<file path="src/rtl/seq_control_if.sv">
// rtl/seq_control_if.sv - microword, condition and slice-control bundle for seq_control
interface seq_control_if #(
    parameter int CTR_W = 12
) ();
    logic             hold;
    logic [3:0]       op_in;
    logic [CTR_W-1:0] addr_in;
    logic [2:0]       csel_in;
    logic             cpol_in;
    logic [7:0]       cond;

    logic             s0;
    logic             s1;
    logic             zero;
    logic             cin;
    logic             re;
    logic             fe;
    logic             pup;
    logic [CTR_W-1:0] din;
    logic [CTR_W-1:0] ctr;
    logic [2:0]       depth;
    logic             stk_ovf;
    logic             stk_unf;

    modport master (
        output hold, op_in, addr_in, csel_in, cpol_in, cond,
        input  s0, s1, zero, cin, re, fe, pup, din, ctr, depth, stk_ovf, stk_unf
    );

    modport slave (
        input  hold, op_in, addr_in, csel_in, cpol_in, cond,
        output s0, s1, zero, cin, re, fe, pup, din, ctr, depth, stk_ovf, stk_unf
    );
endinterface

</file>
<file path="src/rtl/seq_control.sv">
// rtl/seq_control.sv - next-address control stage for cascaded 4-bit sequencer slices
module seq_control #(
    parameter int CTR_W = 12
) (
    input  logic          clock,
    input  logic          reset_n,
    seq_control_if.slave  bus
);
    typedef enum logic [3:0] {
        OP_CONT = 4'd0,  OP_JMP  = 4'd1,  OP_CJMP = 4'd2,  OP_CJSR = 4'd3,
        OP_CRTN = 4'd4,  OP_LDCT = 4'd5,  OP_RPCT = 4'd6,  OP_JZ   = 4'd7,
        OP_LDAR = 4'd8,  OP_JAR  = 4'd9,  OP_PUSH = 4'd10, OP_POP  = 4'd11,
        OP_WAIT = 4'd12
    } op_t;

    typedef enum logic [1:0] {
        MUX_PC  = 2'b00,
        MUX_AR  = 2'b01,
        MUX_STK = 2'b10,
        MUX_D   = 2'b11
    } mux_t;

    op_t              pipe_op;
    logic [CTR_W-1:0] pipe_addr;
    logic [2:0]       pipe_csel;
    logic             pipe_cpol;
    logic [CTR_W-1:0] ctr;
    logic [2:0]       depth;
    logic             stk_ovf;
    logic             stk_unf;

    mux_t mux;
    logic cond_sel;
    logic c;
    logic zero_c, cin_c, re_c, fe_c, pup_c;

    always_comb begin
        cond_sel = (pipe_csel == 3'd7) ? 1'b1 : bus.cond[pipe_csel];
        c        = cond_sel ^ pipe_cpol;
        mux      = MUX_PC;
        zero_c   = 1'b1;
        cin_c    = 1'b1;
        re_c     = 1'b1;
        fe_c     = 1'b1;
        pup_c    = 1'b0;
        case (pipe_op)
            OP_JMP:  mux = MUX_D;
            OP_CJMP: if (c) mux = MUX_D;
            OP_CJSR: if (c) begin
                mux   = MUX_D;
                fe_c  = 1'b0;
                pup_c = 1'b1;
            end
            OP_CRTN: if (c) begin
                mux  = MUX_STK;
                fe_c = 1'b0;
            end
            OP_RPCT: if (ctr != '0) mux = MUX_D;
            OP_JZ:   zero_c = 1'b0;
            OP_LDAR: re_c = 1'b0;
            OP_JAR:  mux = MUX_AR;
            OP_PUSH: begin
                fe_c  = 1'b0;
                pup_c = 1'b1;
            end
            OP_POP:  fe_c = 1'b0;
            OP_WAIT: if (!c) cin_c = 1'b0;
            default: ;
        endcase
        // Hold makes the slices re-issue the current address; reset outputs win over hold.
        if (bus.hold && reset_n) begin
            mux    = MUX_PC;
            cin_c  = 1'b0;
            fe_c   = 1'b1;
            re_c   = 1'b1;
            zero_c = 1'b1;
        end
    end

    always_ff @(posedge clock or negedge reset_n) begin
        if (!reset_n) begin
            pipe_op   <= OP_JZ;
            pipe_addr <= '0;
            pipe_csel <= 3'd7;
            pipe_cpol <= 1'b0;
            ctr       <= '0;
            depth     <= 3'd0;
            stk_ovf   <= 1'b0;
            stk_unf   <= 1'b0;
        end else if (!bus.hold) begin
            pipe_op   <= op_t'(bus.op_in);
            pipe_addr <= bus.addr_in;
            pipe_csel <= bus.csel_in;
            pipe_cpol <= bus.cpol_in;

            if (pipe_op == OP_LDCT)
                ctr <= pipe_addr;
            else if (pipe_op == OP_RPCT && ctr != '0)
                ctr <= ctr - CTR_W'(1);

            // Depth mirrors the slice stack: fe low means the slices push or pop this edge.
            if (!fe_c) begin
                if (pup_c) begin
                    if (depth == 3'd4) stk_ovf <= 1'b1;
                    else               depth   <= depth + 3'd1;
                end else begin
                    if (depth == 3'd0) stk_unf <= 1'b1;
                    else               depth   <= depth - 3'd1;
                end
            end
        end
    end

    assign bus.s1      = mux[1];
    assign bus.s0      = mux[0];
    assign bus.zero    = zero_c;
    assign bus.cin     = cin_c;
    assign bus.re      = re_c;
    assign bus.fe      = fe_c;
    assign bus.pup     = pup_c;
    assign bus.din     = pipe_addr;
    assign bus.ctr     = ctr;
    assign bus.depth   = depth;
    assign bus.stk_ovf = stk_ovf;
    assign bus.stk_unf = stk_unf;
endmodule
</file>
<file path="src/flat_wrapper.sv">
// flat-port wrapper written by rule: the top's interface ports become plain ports
module seq_control_flat 
#(
    parameter int CTR_W = 12
)
  (clock, reset_n, bus_hold, bus_op_in, bus_addr_in, bus_csel_in, bus_cpol_in, bus_cond, bus_s0, bus_s1, bus_zero, bus_cin, bus_re, bus_fe, bus_pup, bus_din, bus_ctr, bus_depth, bus_stk_ovf, bus_stk_unf);
  seq_control_if #(.CTR_W(CTR_W)) bus_i ();
  input  logic clock;
  input  logic reset_n;
  input wire logic [$bits(bus_i.hold)-1:0] bus_hold;
  input wire logic [$bits(bus_i.op_in)-1:0] bus_op_in;
  input wire logic [$bits(bus_i.addr_in)-1:0] bus_addr_in;
  input wire logic [$bits(bus_i.csel_in)-1:0] bus_csel_in;
  input wire logic [$bits(bus_i.cpol_in)-1:0] bus_cpol_in;
  input wire logic [$bits(bus_i.cond)-1:0] bus_cond;
  output wire logic [$bits(bus_i.s0)-1:0] bus_s0;
  output wire logic [$bits(bus_i.s1)-1:0] bus_s1;
  output wire logic [$bits(bus_i.zero)-1:0] bus_zero;
  output wire logic [$bits(bus_i.cin)-1:0] bus_cin;
  output wire logic [$bits(bus_i.re)-1:0] bus_re;
  output wire logic [$bits(bus_i.fe)-1:0] bus_fe;
  output wire logic [$bits(bus_i.pup)-1:0] bus_pup;
  output wire logic [$bits(bus_i.din)-1:0] bus_din;
  output wire logic [$bits(bus_i.ctr)-1:0] bus_ctr;
  output wire logic [$bits(bus_i.depth)-1:0] bus_depth;
  output wire logic [$bits(bus_i.stk_ovf)-1:0] bus_stk_ovf;
  output wire logic [$bits(bus_i.stk_unf)-1:0] bus_stk_unf;
  assign bus_i.hold = bus_hold;
  assign bus_i.op_in = bus_op_in;
  assign bus_i.addr_in = bus_addr_in;
  assign bus_i.csel_in = bus_csel_in;
  assign bus_i.cpol_in = bus_cpol_in;
  assign bus_i.cond = bus_cond;
  assign bus_s0 = bus_i.s0;
  assign bus_s1 = bus_i.s1;
  assign bus_zero = bus_i.zero;
  assign bus_cin = bus_i.cin;
  assign bus_re = bus_i.re;
  assign bus_fe = bus_i.fe;
  assign bus_pup = bus_i.pup;
  assign bus_din = bus_i.din;
  assign bus_ctr = bus_i.ctr;
  assign bus_depth = bus_i.depth;
  assign bus_stk_ovf = bus_i.stk_ovf;
  assign bus_stk_unf = bus_i.stk_unf;
  seq_control #(.CTR_W(CTR_W)) u_core (.clock(clock), .reset_n(reset_n), .bus(bus_i));
endmodule
</file>
<file path="config.mk">
export PLATFORM = sky130hd
export DESIGN_NAME = seq_control_flat
export DESIGN_NICKNAME = d
export VERILOG_FILES = /design/src/rtl/seq_control_if.sv /design/src/rtl/seq_control.sv /design/src/flat_wrapper.sv
export SDC_FILE = /design/constraint.sdc
export NUM_CORES = 1
export LEC_CHECK = 0
export CAP_MARGIN = 25
export CORE_MARGIN = 1
export CORE_UTILIZATION = 46
export DETAILED_ROUTE_END_ITERATION = 10
export MAX_ROUTING_LAYER = met4
export PLACE_DENSITY = 0.79
export SYNTH_ARGS = -nofsm -noshare
export SYNTH_HDL_FRONTEND = slang
export SYNTH_SLANG_ARGS = --single-unit
</file>
<file path="constraint.sdc">
create_clock -name clock -period 3.7 [get_ports clock]
set_input_delay 0.74 -clock clock [delete_from_list [all_inputs] [get_ports clock]]
set_output_delay 0.74 -clock clock [all_outputs]
set_load 0.02 [all_outputs]
</file>
==> results of run 1 <==
-- final timing paths --
check                                      end  slack (ps)  depth (start not counted)
max in group asynchronous  u_core.pipe_csel[1]        2810                          2
setup reg to reg           u_core.bus.depth[2]         730                         10
min in group asynchronous    u_core.bus.din[2]         520                          2
hold reg to reg             u_core.bus.stk_unf         470                          1
setup / recovery                        bus_s0         130                          9
hold / removal              u_core.bus.stk_unf         470                          1
-- report_power, final --
group | internal [µW] | leakage, µW | switching [µW]
logic | 291 | 0.000688 | 292
registers | 492 | 0.000438 | 120
clock network | 130 | 0.0000439 | 142
total | 913 | 0.00117 | 554
-- cell usage in the layout, fill, tap and decap left out, types with 2 or more instances in the layout --
cell type	instances
mux2_2	20
buf_2	2
a21o_1	2
nand2_1	14
nor2_1	13
a211oi_1	2
clkinv_2	2
buf_4	6
mux2i_1	5
clkdlybuf4s50_1	59
nor4b_1	3
nand3_1	2
nor3_1	8
nand3b_1	3
nor2b_1	4
a22oi_1	3
dlymetal6s2s_1	2
a31o_2	3
ha_1	2
nor3b_1	2
a311oi_1	2
dfstp_2	6
inv_1	4
a21oi_1	20
nor4_1	4
dfrtp_1	31
nand2b_1	3
o21ai_0	18
clkbuf_8	5
-- state kept, by name, summed over array words and instances, names as in the netlist --
signal              cells
u_core.pipe_cpol        1
u_core.bus.ctr         12
u_core.bus.depth        3
u_core.pipe_op          4
u_core.bus.din         12
u_core.bus.stk_ovf      1
u_core.bus.stk_unf      1
u_core.pipe_csel        3
-- cell families after synthesis --
| family | Yosys count | share of synthesized area (%) |
|---|---|---|
| buffers and inverters | 16 | 3.256 |
| multiplexers | 26 | 14.09 |
| AND/OR/NAND/NOR | 64 | 16.46 |
| XOR/XNOR | 3 | 2.132 |
| AO/OA/AOI/OAI | 57 | 17.76 |
| adder cells (fa/ha/maj) | 3 | 2.131 |
| flip-flops | 37 | 44.17 |
-- per-layer routing --
layer,vias to the layer above,GRT usage [%],routed length [µm]
li1,893,-,-
met1,866,29.45,2265
met2,69,31.62,2198
met3,2,4.070,233
met4,0,4.000,25
met5,-,-,0
-- layout make-up --
class                           instances  area, µm²
Clock buffer                            5      68.82
Sequential cell                        37      933.4
Fill cell                             350       1480
Tap cell                               52      65.06
Multi-Input combinational cell        153       1111
Timing Repair Buffer                   71      689.4
Inverter                                5      18.77
Clock inverter                          3      17.52
-- per-stage QoR --
step | instance area [µm²] | hold slack (ps) | util [%] | std cells
2_1_floorplan | 2113 | 444.4 | - | 206
3_3_place_gp | 2819 | 452.2 | 64.30 | 318
3_5_place_dp | 2819 | 462.4 | 64.30 | 318
4_1_cts | 2904 | 478.4 | 66.24 | 326
5_1_grt | 2904 | 495.6 | 66.24 | 326
6_report | 2904 | 470.6 | 66.24 | 326
-- critical path, cell delays in order --
cell	delay, ps
clkdlybuf4s50_1	460
mux2i_1	70
mux4_2	530
xnor2_4	190
buf_4	160
a21oi_1	60
o21a_1	170
nor2_1	120
clkdlybuf4s15_1	320
==> results.ini, run 1 <==
[sta]
finClkSkew_ps=4.508
fin_crit_ps=3566
tightestPinTransition_ps=697.9
rsz0062_at_grt=false
fmax_ghz=0.2805
hold_viol=0
post-route-period-util_pct=96.37
relSlewSlack_pct=53.47
finalSetupTns_ps=0
worst_slack_ps=134.3
maxSlewViolCount=0
setup_violations=0

[floorplanning]
core_area_mm2=0.004384
die_h_um=69.78
start_util_pct=48.20
die_w_um=69.78
die-area_mm2=0.004869
ios=67
rows=24

[setup_path]
r2r_start=u_core.pipe_csel[2]
end_kind=primary output
cp-start-kind=primary input
cp.arrival_ps=2830
path_class=primary input to primary output
critical_path.startpoint=bus_cond[4]
path_max_fanout=4
worst_ep_required_time_ps=2960

[place]
port_buffers=65
gp_congestion=0.8804
post-dp-hpwl_mm=3.442
place_worst_setup_slack_ps=-311.6

[drt]
num_vias=1830
drt-pass1-iter-count=4
wl_per_cell_um=14.48
drc=0
vias_per_cell=5.613
antenna_left=0
dr.first_iter.drc_count=184
drt-total-wl_mm=4.722

[global_route]
grt_pass1_vias=1766
grt_pass1_wl_mm=8.066
grt-ovfl-total=0
grtUsageTotal_pct=20.86
grt_max_degree=39
antenna_found_initial=0

[cts]
cts_root_buf=clkbuf_8
cts_buffers=5
cts_resized=6
postCtsHoldBufs=0
clk_pin_slew_worst_paths_ps=70
htree_levels=2
numClockSinks=37
cts_setup_buffers=0
worstSkewPairLatency_ps=280
cts_tree=yes
cts_buffer_depth=2

[logic_synthesis]
ys_types=48
ys_warn_count=0
avgSynthCellArea_um2=10.26
synth_edf_count=0
synth_area_mm2=0.002113
ys_ff_latch=37
synth_most_common_cell=dfrtp_1
yosys_most_used_dff=dfrtp_1
synth_top_area_cell=dfrtp_1
synthTopCellsByArea=dfrtp_1 (37%), mux2_2 (11%), dfstp_2 (7.5%), a21oi_1 (4.7%), o21ai_0 (4.3%)
ys_async_sr_fraction_pct=100.0
synth_seq_area_share_pct=44.17
netlist.area_leader.share_pct=36.71
syn_nets=240
synthTopCellsByCount=dfrtp_1 (31), a21oi_1 (20), mux2_2 (20), o21ai_0 (18), nand2_1 (14)
netlist_instances=206

[power_and_ir_drop]
vdd_drop_max_v=0.0004192
leakagePower_uw=0.001169
power_density_mw_per_mm2=505.4
power_uw=1468

[status]
outcome=completed

[finish]
drive_above_1_share_pct=19.34
antennaDiodeCount=0
area_growth_pct=37.42
nets=307

[min_path]
worstHoldStart=u_core.bus.stk_unf
hp-class=flop to flop

[run]
drv_cap=0

No activity file was read; power rests on OpenSTA's default activity.
==> run 2: changes to the inputs <==
==> constraint.sdc (replaced) <==
create_clock -name clock -period 3.7 [get_ports clock]
set_input_delay 0.555 -clock clock [delete_from_list [all_inputs] [get_ports clock]]
set_output_delay 0.555 -clock clock [all_outputs]
set_load 0.02 [all_outputs]
==> results.ini, run 2 (synthesis results as in run 1) <==
[finish]
area_growth_pct=37.24
drive_above_1_share_pct=17.78  ; -1.6 points
final_common_cell=clkdlybuf4s50_1
antennaDiodeCount=0  ; unchanged
fin_util_pct=66.15  ; -0.086 points
layout_common_cells=clkdlybuf4s50_1 (64), dfrtp_1 (31), a21oi_1 (20), mux2_2 (20), o21ai_0 (18)
nets=304  ; -0.98%

[setup_path]
path_max_fanout=4  ; unchanged
max_stage_delay_ps=650  ; +120 ps
reg2reg_slack_ps=890  ; +160 ps
cp-start-kind=primary input
worst_ep_required_time_ps=3140  ; +180 ps
rr_worst_depth=8  ; -2
path_class=primary input to primary output
cp.arrival_ps=3000  ; +170 ps
cp_cell_sequence=clkdlybuf4s50_1 -> mux2i_1 -> mux4_2 -> xnor2_4 -> nand3b_1 -> a21o_1 -> a311oi_1 -> clkdlybuf4s50_1
end_kind=primary output
r2r_start=u_core.pipe_csel[2]
critPathSlowestCell=clkdlybuf4s50_1
timing.rr.end=u_core.bus.depth[2]
worst_path_most_repeated_cell=clkdlybuf4s50_1

[cts]
cts_buffer_depth=2  ; unchanged
postCtsHoldBufs=0  ; unchanged
clk_pin_slew_worst_paths_ps=80  ; about the same
cts_root_buf=clkbuf_8
cts_buffers=5  ; unchanged
worstSkewPairLatency_ps=290  ; about the same
htree_levels=2  ; unchanged
cts_setup_buffers=0  ; unchanged
numClockSinks=37  ; unchanged
cts_resized=0  ; -6
cts_tree=yes

[run]
drv_cap=0  ; unchanged

[sta]
setup_violations=0  ; unchanged
whs_ps=337.1  ; -133.5 ps
fmax_ghz=0.2812  ; +0.27%
rsz0062_at_grt=false
fin_crit_ps=3556  ; -9.592 ps
tightestPinTransition_ps=684.5  ; -13.40 ps
relSlewSlack_pct=54.37  ; +0.89 points
finalSetupTns_ps=0  ; unchanged
hold_viol=0  ; unchanged
finClkSkew_ps=8.959  ; +4.451 ps
maxSlewViolCount=0  ; unchanged
post-route-period-util_pct=96.11  ; -0.26 points

[floorplanning]
rows=24  ; unchanged
die-area_mm2=0.004869  ; unchanged
die_w_um=69.78  ; unchanged
die_h_um=69.78  ; unchanged
start_util_pct=48.20  ; unchanged
ios=67  ; unchanged
core_area_mm2=0.004384  ; unchanged

[global_route]
antenna_found_initial=0  ; unchanged
grt_max_degree=39  ; unchanged
grt-ovfl-total=0  ; unchanged
grtUsageTotal_pct=21.24  ; +0.38 points
grt_pass1_wl_mm=8.024  ; -0.52%
grt_pass1_vias=1756  ; -0.57%

[power_and_ir_drop]
leakagePower_uw=0.001143  ; -2.3%
vdd_drop_max_v=0.0002984  ; -29%
power_density_mw_per_mm2=527.2  ; +4.3%

[drt]
num_vias=1807  ; -1.3%
antenna_left=0  ; unchanged
dr.first_iter.drc_count=138  ; -25%
vias_per_cell=5.612  ; about the same
drt-total-wl_mm=4.753  ; +0.66%
drt-pass1-iter-count=4  ; unchanged
drc=0  ; unchanged
wl_per_cell_um=14.76  ; +1.9%

[min_path]
hp-class=primary input to asynchronous set/reset pin

[status]
outcome=completed

[place]
port_buffers=65  ; unchanged
gp_congestion=0.9007  ; +2.3%
post-dp-hpwl_mm=3.382  ; -1.7%

run 2: changes by cell type in the layout (fill, tap and decap cells not counted):
cell	before	now
buf_2	2	1
dlygate4sd2_1	1	0
dlymetal6s2s_1	2	0
buf_4	6	3
clkdlybuf4s50_1	59	64
clkinv_2	2	1
bufinv_16	0	1
clkinvlp_4	1	0
clkdlybuf4s15_1	1	0
run 2: stage by stage:
step	instances	setup slack, ps	cell area (µm²)	power [µW]
after floorplan	206	806.9	2113	928.6
after global placement	315	105.4	2796	1183
after detailed placement	315	147.0	2796	1196
after CTS	322	145.9	2900	1538
after global routing	322	62.42	2900	1621
final	322	143.9	2900	1529
run 2: how the worst max path moves through the flow:
stage / start / end / slack [ps] / cells past startpoint
final: bus_cond[4] / bus_s1 / 140 / 8
after global routing: bus_cond[1] / bus_s1 / 60 / 8
after CTS: bus_cond[4] / bus_s1 / 150 / 8
after detailed placement: bus_cond[4] / bus_s1 / 150 / 8
after global placement: bus_cond[4] / bus_s1 / 110 / 8
after floorplan: u_core.pipe_csel[2] / bus_s1 / 810 / 7
run 2: worst max-delay path, delay by kind of cell:
kind | cells | cell delay, ps
xor gates and xnor gates | 1 | 190
buffers and inverters | 2 | 1100
and+or+nand+nor | 1 | 90
AOI/OAI and AO/OA | 2 | 440
muxes | 2 | 610
run 2: power breakdown:
part	leakage, µW	switching (µW)	total, µW	internal, µW
Sequential	0.000438	122	614	492
Combinational	0.000651	291	581	289
Clock	0.0000540	139	335	196
run 2: layout make-up:
| class | count | area (µm²) |
|---|---|---|
| Timing Repair Buffer | 68 | 668.1 |
| Tap cell | 52 | 65.06 |
| Inverter | 5 | 18.77 |
| Sequential cell | 37 | 933.4 |
| Multi-Input combinational cell | 153 | 1111 |
| Fill cell | 358 | 1484 |
| Clock buffer | 5 | 68.82 |
| Clock inverter | 2 | 35.03 |
run 2: layer usage:
metal | GRT usage [%] | wire length (µm)
met1 | 27.72 | 2225
met2 | 31.62 | 2144
met3 | 5.378 | 296
met4 | 8.667 | 87
met5 | - | 0
